`config.mk`:
```
export PLATFORM = sky130hd
export DESIGN_NAME = ifid_hazard
export DESIGN_NICKNAME = d
export VERILOG_FILES = /design/src/rtl/ifid_hazard_pkg.sv /design/src/rtl/ifid_hazard_sat_counter.sv /design/src/rtl/ifid_hazard.sv
export SDC_FILE = /design/constraint.sdc
export NUM_CORES = 1
export LEC_CHECK = 0
export CAP_MARGIN = 5
export CELL_PAD_IN_SITES_DETAIL_PLACEMENT = 0
export CELL_PAD_IN_SITES_GLOBAL_PLACEMENT = 1
export CORE_MARGIN = 1
export CORE_UTILIZATION = 33
export DETAILED_ROUTE_END_ITERATION = 8
export GPL_TIMING_DRIVEN = 0
export PLACE_DENSITY = 0.88
export SYNTH_ARGS = -nofsm -noshare
export SYNTH_HDL_FRONTEND = slang
export SYNTH_SLANG_ARGS = --single-unit
```
`constraint.sdc`:
```
create_clock -name clk -period 3.3 [get_ports clk]
set_clock_uncertainty 0.05 [all_clocks]
set_input_delay 0.66 -clock clk [delete_from_list [all_inputs] [get_ports clk]]
set_output_delay 0.66 -clock clk [all_outputs]
set_load 0.05 [all_outputs]
```
`src/rtl/ifid_hazard_pkg.sv`:
```
// Shared types and constants for the IF/ID pipeline register and its
// load-use / redirect hazard control.
package ifid_hazard_pkg;

  typedef enum logic [1:0] {
    RUN   = 2'd0,
    STALL = 2'd1,
    FLUSH = 2'd2
  } ifid_state_e;

  localparam int RS_HI = 25;
  localparam int RS_LO = 21;
  localparam int RT_HI = 20;
  localparam int RT_LO = 16;

  localparam logic [31:0] NOP_DEFAULT = 32'h0000_0000;

endpackage

```
`src/rtl/ifid_hazard_sat_counter.sv`:
```
// Event counter that sticks at all-ones instead of wrapping.
module sat_counter #(
  parameter int W = 16
) (
  input  logic         clk,
  input  logic         rst,
  input  logic         inc,
  output logic [W-1:0] count
);

  always_ff @(posedge clk or negedge rst) begin
    if (!rst) begin
      count <= '0;
    end else if (inc && (count != {W{1'b1}})) begin
      count <= count + W'(1);
    end
  end

endmodule

```
`src/rtl/ifid_hazard.sv`:
```
// IF/ID pipeline register with load-use stall detection and branch/jump
// flush; the stall request is combinational so fetch can hold its PC this cycle.
module ifid_hazard
  import ifid_hazard_pkg::*;
#(
  parameter logic [31:0] NOP_INST = NOP_DEFAULT,
  parameter int          CNT_W    = 16
) (
  input  logic             clk,
  input  logic             rst,
  input  logic [31:0]      Order,
  input  logic [31:0]      FAOut,
  input  logic             Flag,
  input  logic             Jump,
  input  logic             ex_memread,
  input  logic [4:0]       ex_rd,
  output logic             Hazard,
  output logic [31:0]      id_inst,
  output logic [31:0]      id_pc4,
  output logic             id_valid,
  output logic             ex_bubble,
  output logic [CNT_W-1:0] stall_cnt,
  output logic [CNT_W-1:0] flush_cnt
);

  ifid_state_e state, next_state;
  logic        redirect;
  logic        load_use;
  logic [4:0]  rs;
  logic [4:0]  rt;

  assign rs       = id_inst[RS_HI:RS_LO];
  assign rt       = id_inst[RT_HI:RT_LO];
  assign redirect = Flag | Jump;
  // r0 is hardwired zero, so a load targeting it never creates a dependency.
  assign load_use = id_valid && ex_memread && (ex_rd != 5'd0) &&
                    ((ex_rd == rs) || (ex_rd == rt));

  always_ff @(posedge clk or negedge rst) begin
    if (!rst) begin
      state <= FLUSH;
    end else begin
      state <= next_state;
    end
  end

  always_comb begin
    next_state = RUN;
    Hazard     = load_use && !redirect;
    ex_bubble  = Hazard || !id_valid;
    case (state)
      RUN, STALL, FLUSH: begin
        if (redirect) begin
          next_state = FLUSH;
        end else if (Hazard) begin
          next_state = STALL;
        end else begin
          next_state = RUN;
        end
      end
      default: next_state = FLUSH;
    endcase
  end

  // A redirect squashes the wrong-path fetch even if a stall was pending.
  always_ff @(posedge clk or negedge rst) begin
    if (!rst) begin
      id_inst  <= NOP_INST;
      id_pc4   <= '0;
      id_valid <= 1'b0;
    end else if (redirect) begin
      id_inst  <= NOP_INST;
      id_pc4   <= FAOut;
      id_valid <= 1'b0;
    end else if (!Hazard) begin
      id_inst  <= Order;
      id_pc4   <= FAOut;
      id_valid <= 1'b1;
    end
  end

  sat_counter #(.W(CNT_W)) u_stall_cnt (
    .clk   (clk),
    .rst   (rst),
    .inc   (Hazard),
    .count (stall_cnt)
  );

  sat_counter #(.W(CNT_W)) u_flush_cnt (
    .clk   (clk),
    .rst   (rst),
    .inc   (redirect),
    .count (flush_cnt)
  );

endmodule

```
After elaboration in Yosys (flattened, before gate mapping)
Index checks and enable logic that the tools add are counted.
{ "totals": {"reg_bits": 97, "input_bits": 74, "output_inout_bits": 99, "elab_cells": 30} }
{ "classes": {"reduce_logical": 11, "bitwise": 1, "n_mux": 6, "add_sub_neg": 2, "n_eq_ne": 5} }
{ "op_table": {"columns": ["operator", "count"], "rows": [
  ["32-bit two-way mux", 4],
  ["16-bit by 1-bit adder with 16-bit output (second input constant)", 2],
  ["16-bit != test (second input constant)", 2],
  ["5-bit equality test", 2],
  ["1-bit logical AND", 6],
  ["5-bit nonzero test", 1],
  ["1-bit logical NOT", 2],
  ["1-bit logical OR", 2],
  ["1-bit two-way mux", 2],
  ["2-bit != test (second input constant)", 1],
  ["1-bit OR", 1]
]} }

Longest topological paths before layout
{ "logic_depth": {"depth_word": 6, "depth_mapped": 7} }

Hierarchy
Synthesis repeated with hierarchy kept, for this count alone.
{ "unflattened": {"hier_cells": 367, "area_unflattened_um2": 4500.6} }
{ "modules_own_cells": {"columns": ["mod", "n_inst", "cells_each", "area_each_um2"], "rows": [
  ["ifid_hazard", 1, 223, 2781.4],
  ["sat_counter", 2, 72, 859.6]
]} }

Least setup slack after synthesis
No wires, ideal clock.
{ "synth_timing": {"path_kind": "input-to-output", "startpoint": "input ex_rd[1]", "endpoint": "output ex_bubble", "slack_ps": 289, "required_ps": 2590, "t_arrival_ps": 2301, "stages": 7, "path_cell_list": "or4_1 o21a_1 buf_6 and2_4 buf_6 buf_6 nand2b_1"} }
{ "synth_via": {"elab_chain_cells": 5, "elab_cells_between_ends": 8} }
{ "synth_lines": {"columns": ["item", "line_no", "source"], "rows": [
  ["from (decl)", "ifid_hazard.sv:16", "input logic [4:0] ex_rd,"],
  ["5-bit equality test / 5-bit nonzero test (equally long branches)", "ifid_hazard.sv:37, ifid_hazard.sv:36", null],
  ["1-bit logical OR / 1-bit logical AND (equally long branches)", "ifid_hazard.sv:37, ifid_hazard.sv:36", null],
  ["1-bit logical AND *", "ifid_hazard.sv:36", "assign load_use = id_valid && ex_memread && (ex_rd != 5'd0) &&"],
  ["1-bit logical AND *", "ifid_hazard.sv:49", "Hazard = load_use && !redirect;"],
  ["1-bit logical OR *", "ifid_hazard.sv:50", "ex_bubble = Hazard || !id_valid;"],
  ["to (decl)", "ifid_hazard.sv:21", "output logic ex_bubble,"]
]} }
Mark *: on every way between the ends. The rest lies on a longest branch, timed or not.

Worst setup path after layout
Same ends and word-level chain as after synthesis.

==> reports/metrics.yaml <==
status: "completed"
drv_cap: 0
root_buffer: "clkbuf_16"
crit_arrival_ns: 2.47
synth_cell_type_count: 33
core_area_sq_um: 12570
antenna_left: 0
cts.sink_count: 97
synth_common_cells: "97 x dfrtp_1, 50 x nand3_1, 46 x nand2_1"
synthArstFlopShare_pct: 100.0
p_int_w: 0.002250
dieArea_sq_um: 13320
stdcell_count: 732
fin_crit_ns: 3.176
syn-cell-area_sq_um: 4245
cts_buffers: 9
seqPwrFrac_pct: 42.0
nNetsFinal: 632
post-place-ws_ns: -0.9012
p_comb_share_pct: 23.2
post_drt_wl_per_cell_microns: 15.75
grt_max_degree: 61
clkLatencyLatePin_ns: 0.34
start_kind: "input pin"
overflow: 0
period_share_pct: 96.25
yosysTopAreaCell: "dfrtp_1"
dieHeight_microns: 115.4
vias: 3524
dpl.cell_count: 715
slew_violations: 0
tns_ns: 0
ys_seq_area_share_pct: 57.18
synth_warnings: 0
switching_share_pct: 30.29
synth-main-ff-cell: "dfrtp_1"
area_growth_pct: 54.52
ioPinCount: 173
cp_data_required_time_ns: 2.59
grt_first_pass_wirelength_mm: 17.42
syn_nets: 446
p_sw_w: 0.0009779
grt_pass1_vias: 3354
synthCells: 370
n_antenna_cell: 0
die_w_microns: 115.4
fp-row-count: 41
wirelength_mm: 11.53
ys_ff_latch: 97
ctsHoldBuffers: 0
max_slew.worst_pin.slew_ns: 0.7776
firstDrtPassIters: 4
hold_class: "in -> async"
wirelength_met1_mm: 5.115
rsz0062_at_grt: "no"
cts_tree: "done"
initial_core_util_pct: 33.78
max_freq_ghz: 0.3148
netlist.area_leader.share_pct: 57.18
p_leak_nw: 2.670
via_per_inst: 4.814
synth-edff-count: 0
slew_headroom_pct: 47.97
finalSetupViolCount: 0
portBuffers: 172
cp_max_fo: 10
drt-initial-drc-count: 87
dpl.hpwl_mm: 8.462
critical_path_class: "in -> out"
wl_met2_mm: 5.574
layout-drive-gt1-share_pct: 11.96
yosys-top-cells-area: "dfrtp_1 57%, xnor2_1 6.6%, nand3_1 5.9%, mux2_2 5.3%, mux2_4 5.3%"
ir_worst_vdd_mv: 0.4984
hold_viol: 0
p_clk_share_pct: 34.9
antenna_found_initial: 0
p_per_area_nw_per_um2: 492.1
wl_met3_microns: 649
cts_max_path_buffers: 2
synth_area_per_cell_sq_um: 11.47
gr-usage-all-layers_pct: 17.14
worst_slack_ns: 0.1237
cts-htree-levels: 3
timing.hold.ws_ns: 0.2316
drc_errors: 0
top_layer_used: "met4"
endpoint_kind: "output port"
gp_congestion: 0.7917
clk_pin_slew_ns: 0.06
synth.most_common_cell: "dfrtp_1"
worst paths after layout:
path / startpoint / end / slack (ns) / depth (start not counted)
setup reg to reg: u_flush_cnt.count[0]$_DFFE_PN0P_ / u_flush_cnt.count[1]$_DFFE_PN0P_ / 1.07 / 5
min in group clk: u_stall_cnt.count[11]$_DFFE_PN0P_ / u_stall_cnt.count[11]$_DFFE_PN0P_ / 0.45 / 1
setup / recovery: ex_rd[1] / ex_bubble / 0.12 / 8
hold / removal: rst / id_inst[27]$_DFFE_PN0P_ / 0.23 / 1
hold reg to reg: u_stall_cnt.count[11]$_DFFE_PN0P_ / u_stall_cnt.count[11]$_DFFE_PN0P_ / 0.45 / 1
max in group asynchronous: rst / id_pc4[11]$_DFFE_PN0P_ / 2.29 / 2
layout make-up:
type / count / area [sq um]
fillers: 1147 / 6008
flip-flops and latches: 97 / 2427
repair buffers: 176 / 1764
multi-input cells: 254 / 1732
clock buffers: 10 / 239.0
well taps: 172 / 215.2
plain buffers: 18 / 103.9
clock inverters: 5 / 78.83
timing repair:
| item | in CTS | in global routing |
|---|---|---|
| setup buffers | 0 | 3 |
| gates resized for setup | 25 | 0 |
| pin swaps | 1 | 0 |
| endpoints found under the setup margin | 2 | 2 |
power by group through the flow:
stage | logic [W] | clock network, W | registers [W]
2_1_floorplan | 0.000146 | 0 | 0.00164
3_3_place_gp | 0.000738 | 0 | 0.00137
3_5_place_dp | 0.000750 | 0 | 0.00137
5_1_grt | 0.000786 | 0.00120 | 0.00137
6_report | 0.000748 | 0.00113 | 0.00135
4_1_cts | 0.000755 | 0.00116 | 0.00135
placed cells by master (no fill, tap or decap), types with 2 or more instances in the layout:
| master | n |
|---|---|
| xnor2_1 | 32 |
| nor3_1 | 6 |
| xor2_1 | 6 |
| mux2_4 | 15 |
| ha_1 | 2 |
| bufinv_16 | 2 |
| buf_1 | 3 |
| nand4_1 | 12 |
| o21ai_0 | 33 |
| dfrtp_1 | 97 |
| buf_6 | 3 |
| clkbuf_16 | 9 |
| clkinv_2 | 2 |
| and3_1 | 9 |
| buf_4 | 5 |
| nor2_1 | 4 |
| nand3_1 | 50 |
| dlygate4sd2_1 | 3 |
| nand2_1 | 46 |
| clkbuf_1 | 10 |
| a31oi_1 | 2 |
| clkdlybuf4s50_1 | 165 |
| mux2_2 | 20 |
| nor4b_1 | 2 |
logic make-up after synthesis:
kind of cell,Yosys count,share of synthesized area (%)
fa+ha+maj,2,0.5894
xor+xnor,38,7.840
simple gates,139,16.36
mux,35,10.61
buf+inv,19,2.417
compound gates,40,5.010
flops,97,57.18
per-stage QoR:
stage | util (%) | power [W] | area (sq um)
2_1_floorplan | - | 0.001790 | 4245
3_3_place_gp | 49.19 | 0.002110 | 6182
3_5_place_dp | 49.39 | 0.002123 | 6207
4_1_cts | 52.02 | 0.003267 | 6538
5_1_grt | 52.20 | 0.003353 | 6560
6_report | 52.20 | 0.003228 | 6560
sequential cells by signal, summed over array words and instances, names as in the netlist:
signal / flops
u_stall_cnt.count: 16
u_flush_cnt.count: 16
id_valid: 1
id_inst: 32
id_pc4: 32
worst max-delay path, stage by stage:
cell           delay [ns]
dlygate4sd2_1        0.28
or4_4                0.55
o21a_1               0.19
buf_6                0.14
and2_4               0.18
buf_12               0.15
nand2b_1             0.15
buf_6                0.15
routing by layer:
layer	up-vias	global-route usage [%]
met1	1713	22.07
met2	118	28.26
met3	15	3.086
li1	1678	-
met4	0	7.532
met5	-	0
Note: power is estimated with default switching activity, not from simulation.
